### src/rtl/usb_in_arbiter.sv
// usb_in_arbiter: takes one packet at a time from two round-robin requesters
// into a local buffer and replays it on a bulk IN endpoint until the host ACKs it.
module usb_in_arbiter #(
    parameter logic [3:0] EP           = 4'd1,
    parameter int         MAX_PKT      = 8,
    parameter int         FLUSH_CYCLES = 4800
) (
    input  logic        clk48,
    input  logic        rst,
    input  logic [15:0] req_data,
    input  logic [1:0]  req_valid,
    output logic [1:0]  req_ready,
    input  logic        usb_rst,
    input  logic        transaction_active,
    input  logic [3:0]  endpoint,
    input  logic        direction_in,
    input  logic        setup,
    input  logic        data_strobe,
    input  logic        success,
    output logic        in_pkt_ready,
    output logic [7:0]  in_data,
    output logic        in_valid,
    output logic        grant
);
    localparam int CW = $clog2(MAX_PKT) + 1;
    localparam int AW = CW - 1;
    localparam int TW = $clog2(FLUSH_CYCLES);
    localparam logic [CW-1:0] FULL  = CW'(MAX_PKT);
    localparam logic [TW-1:0] TLAST = TW'(FLUSH_CYCLES - 1);

    localparam logic [1:0] IDLE  = 2'd0;
    localparam logic [1:0] FILL  = 2'd1;
    localparam logic [1:0] READY = 2'd2;
    localparam logic [1:0] SEND  = 2'd3;

    logic [1:0]    state;
    logic          prio;
    logic          ack;
    logic          match_d;
    logic [CW-1:0] count;
    logic [CW-1:0] rd;
    logic [TW-1:0] timer;
    logic [7:0]    pkt_buf [MAX_PKT];

    logic       match;
    logic       has_room;
    logic       accept;
    logic [7:0] sel_data;

    assign match     = transaction_active && (endpoint == EP) && direction_in && !setup;
    assign has_room  = (state == FILL) && (count < FULL);
    assign req_ready = has_room ? (grant ? 2'b10 : 2'b01) : 2'b00;
    assign accept    = has_room && req_valid[grant];
    assign sel_data  = grant ? req_data[15:8] : req_data[7:0];
    assign in_valid  = (state == SEND) && (rd < count);
    assign in_data   = in_valid ? pkt_buf[rd[AW-1:0]] : 8'h00;

    // The packet buffer needs no reset: it is only read below count.
    always_ff @(posedge clk48) begin
        if (accept) begin
            pkt_buf[count[AW-1:0]] <= sel_data;
        end
    end

    always_ff @(posedge clk48 or posedge rst) begin
        if (rst) begin
            state        <= IDLE;
            grant        <= 1'b0;
            prio         <= 1'b0;
            ack          <= 1'b0;
            match_d      <= 1'b0;
            count        <= '0;
            rd           <= '0;
            timer        <= '0;
            in_pkt_ready <= 1'b0;
        end else if (usb_rst) begin
            state        <= IDLE;
            grant        <= 1'b0;
            prio         <= 1'b0;
            ack          <= 1'b0;
            match_d      <= 1'b0;
            count        <= '0;
            rd           <= '0;
            timer        <= '0;
            in_pkt_ready <= 1'b0;
        end else begin
            match_d <= match;
            case (state)
                IDLE: begin
                    if (req_valid[prio]) begin
                        grant <= prio;
                        state <= FILL;
                        count <= '0;
                        timer <= '0;
                    end else if (req_valid[!prio]) begin
                        grant <= !prio;
                        state <= FILL;
                        count <= '0;
                        timer <= '0;
                    end
                end
                FILL: begin
                    // The flush timer only runs once a partial packet exists.
                    if (count == FULL) begin
                        state        <= READY;
                        in_pkt_ready <= 1'b1;
                    end else if (accept) begin
                        count <= count + 1'b1;
                        timer <= '0;
                    end else if (count != '0) begin
                        if (timer == TLAST) begin
                            state        <= READY;
                            in_pkt_ready <= 1'b1;
                        end else begin
                            timer <= timer + 1'b1;
                        end
                    end
                end
                READY: begin
                    rd  <= '0;
                    ack <= 1'b0;
                    if (match && !match_d) begin
                        state <= SEND;
                    end
                end
                SEND: begin
                    if (match && data_strobe && (rd < count)) begin
                        rd <= rd + 1'b1;
                    end
                    if (match && success) begin
                        ack <= 1'b1;
                    end
                    // End of transaction: free the buffer on ACK, otherwise replay.
                    if (!transaction_active) begin
                        ack <= 1'b0;
                        if (ack) begin
                            prio         <= !grant;
                            count        <= '0;
                            state        <= IDLE;
                            in_pkt_ready <= 1'b0;
                        end else begin
                            rd    <= '0;
                            state <= READY;
                        end
                    end
                end
                default: state <= IDLE;
            endcase
        end
    end
endmodule
### config.mk
export PLATFORM = sky130hd
export DESIGN_NAME = usb_in_arbiter
export DESIGN_NICKNAME = d
export VERILOG_FILES = /design/src/rtl/usb_in_arbiter.sv
export SDC_FILE = /design/constraint.sdc
export NUM_CORES = 1
export LEC_CHECK = 0
export ABC_AREA = 1
export ABC_CLOCK_PERIOD_IN_PS = 5400
export BUFFER_PORTS_ARGS = -buffer_cell sky130_fd_sc_hd__buf_4
export CORE_ASPECT_RATIO = 0.8
export CORE_MARGIN = 4
export CORE_UTILIZATION = 50
export DETAILED_ROUTE_END_ITERATION = 12
export GPL_TIMING_DRIVEN = 0
export PLACE_DENSITY = 0.71
export SYNTH_ARGS = -nofsm -noshare
export SYNTH_HDL_FRONTEND = slang
export SYNTH_SLANG_ARGS = --single-unit
### constraint.sdc
create_clock -name clk48 -period 5.4 [get_ports clk48]
set_input_delay 0.27 -clock clk48 [delete_from_list [all_inputs] [get_ports clk48]]
set_output_delay 0.27 -clock clk48 [all_outputs]
set_load 0.03 [all_outputs]
==> impl_results.md <==
* Gp weighted congestion at 0.8722
* Wire per inst at 15.49 um
* Tmin final at 2.882 ns
* Cell taking the most area after synthesis: edfxtp_1
* PnR worst setup slack at 2.518 ns
* Die H at 95.94 um
* Total of max-cap violations at 0
* Layout cells sized above 1 at 13.95%
* Initial Util at 52.36%
* Design Power at 1.952 mW
* Power share of the combinational group at 24.9%
* Crit path capture type: flip-flop
* Die area at 0.01131 mm2
* Cts hold-fix bufs at 0
* Core area at 0.009231 mm2
* First-pass GRT wire length at 18600 um
* Postcts setup bufs at 0
* Syn Nets at 621
* Worst setup SP type: flip-flop
* Synth top area share at 39.76%
* EDFF count, synth at 64
* H-tree levels at 3
* Aggregate global-route resource usage at 21.34%
* Largest net degree at the start of global routing at 29
* Status: finished clean
* Layout Nets at 674
* Sum Neg Setup Slack at 0 ns
* Initial antenna violation count at 0
* Clk_skew at 0.01120 ns
* TritonCTS Sinks at 92
* Required time worst endpoint at 5.35 ns
* Post-Synth XOR/XNOR Area at 0.1812%
* Row count at 31
* Unique cell type count in the Yosys netlist at 32
* Iteration-0 DRC Markers at 429
* CTS Buf Count at 9
* LEAKAGE at 2.389 nW
* Mux contribution to synthesized area at 0%
* Sw Pwr at 0.6327 mW
* Period utilization at 53.37%
* DP HPWL at 8282 um
* Internal power at 1.319 mW
* Layout area overhead at 15.48%
* Worst-Skew Late Latency at 0.35 ns
* Io pins at 43
* Sw frac at 32.41%
* Post-Syn Area at 0.004833 mm2
* Vias in the first global route at 3681
* CP arrival at 2.83 ns
* Simple-gate share of the synthesized area at 31.71%
* Slew HR at 14.21%
* N_diodes at 0
* # fillers at 828
* Clock share of power at 31.8%
* Post-synth ARST share at 30.43%
* Antenna Violating Nets Remaining at 0
* Compound-Gate Fraction of Synth Area at 4.970%
* Vias at 4078
* Pre-CTS WS at 2.500 ns
* Most frequent cells in the layout: nand2_1 (177), nor2_1 (101), edfxtp_1 (64)
* CTS resizes at 0
* Final WL at 11670 um
* Main combinational cell family by area after synthesis: simple AND/OR/NAND/NOR gates
* Routed vias/inst at 5.416
* Number of instances in the placed design at 736
* PortBufs at 41
* Final hold vios at 0
* VDD IR max at 153.2 uV
* Commonest non-fill, non-tap cell in the layout: nand2_1
* CTS tree: built
* Mapped Cells at 580
* Max Slew Vio Count at 0
* RSZ-0062 raised after global routing: false
* Util after Layout at 60.46%
* Endpoints failing setup at 0
* PwrDens at 349.7 mW/mm2
* Post-synthesis sequential area ratio at 54.26%
* Drt first pass iters at 5
* Crit Path Max Fanout at 10
* Die width at 117.9 um
* Worst-path clk slew at 0.06 ns
* Reg power frac at 43.3%
* Synth Area in Adders at 2.848%
* Root Buffer: clkbuf_16
* Most used DFF post-synth: edfxtp_1
* Grt ovf at 0
* Clock Path Buffers at 2
* DRC at 0
* Layout Cells excl Fill at 753
* Mean Syn Cell Area at 8.333 um2
* Hold/Removal Path Class: in -> reg
* Top post-synthesis cells by area: edfxtp_1 (40%), dfrtp_1 (14%), nand2_1 (14%)
* FF+latch count, synth at 92
* Max Fclk at 0.3470 GHz
* Slew @ Worst Pin at 1.277 ns
* WS Path Type: reg -> reg
* Synth warnings at 0
-- cells in the mapped netlist (all sizes together) (5+ instances only) --
library cell,n
nor2,107
nand3b,5
nand2,181
nand3,51
buf,11
a21oi,5
ha,11
clkbuf,9
edfxtp,64
nand4,5
o21ai,36
dfrtp,28
nor3,11
inv,49
-- state kept, by name, summed over array words and instances (netlist names) --
| name | cells |
|---|---|
| pkt_buf | 64 |
| timer | 13 |
| count | 4 |
| rd | 4 |
| state | 2 |
| ack | 1 |
| grant | 1 |
| in_pkt_ready | 1 |
| match_d | 1 |
| prio | 1 |
-- path summary, 6_finish.rpt --
kind / startpoint / to / slack, ns / depth (start not counted)
max in group asynchronous: rst / timer[12] / 4.51 / 2
hold reg to reg: in_pkt_ready / in_pkt_ready / 0.50 / 2
setup reg to reg: state[1] / pkt_buf[0][3] / 2.52 / 9
hold / removal: setup / match_d / 0.20 / 4
setup / recovery: state[1] / pkt_buf[0][3] / 2.52 / 9
min in group asynchronous: rst / state[0] / 0.21 / 2
-- power by group through the flow --
stage	Sequential [mW]	Clock, mW	Combinational, mW
final	0.846	0.620	0.486
after global routing	0.852	0.661	0.542
after CTS	0.845	0.631	0.485
after detailed placement	0.860	0	0.481
after global placement	0.858	0	0.469
after floorplan	0.864	0	0.331
-- layout make-up --
type / instances / area [um2] / area share (%)
sequential: 92 / 2623 / 46.99
multi-input combinational: 418 / 1919 / 34.39
timing repair buffer: 42 / 312.8 / 5.604
clock buffer: 9 / 225.2 / 4.035
inverter: 50 / 187.7 / 3.362
tap: 115 / 143.9 / 2.578
buffer: 20 / 103.9 / 1.861
clock inverter: 7 / 66.31 / 1.188
-- critical path: stages, from the launching register on --
cell	delay (ns)
dfrtp_1	0.44
inv_1	0.10
ha_1	0.25
inv_2	0.09
nor2_2	0.12
nand2_1	0.10
buf_2	0.21
inv_1	0.09
nand2_1	0.10
nor3_1	0.98
-- through the flow --
stage	hold slack [ns]	area (um2)
after floorplan	0.3354	4833
after global placement	0.4798	5285
after detailed placement	0.4869	5285
after CTS	0.1936	5577
after global routing	0.2059	5582
final	0.2001	5582
-- metal layers --
metal  track usage (%)  part of all wire, %  vias to the layer above  wire (um)
li1                  -                    -                     1997          -
met1             30.65                   47                     1909       5434
met2             32.09                   44                      154       5099
met3             4.700                  8.0                       18        930
met4             7.805                  1.7                        0        202
met5                 0                    0                        -          0
-- kinds of logic (layout without fill, tap and decap cells) --
family                   after synthesis  count (layout)
AO/OA/AOI/OAI                         45              45
XOR/XNOR                               1               1
adder cells (fa/ha/maj)               11              11
buffers and inverters                 70             128
flip-flops                            92              92
AND/OR/NAND/NOR                      361             361
No activity file was read; power rests on OpenSTA's default activity.
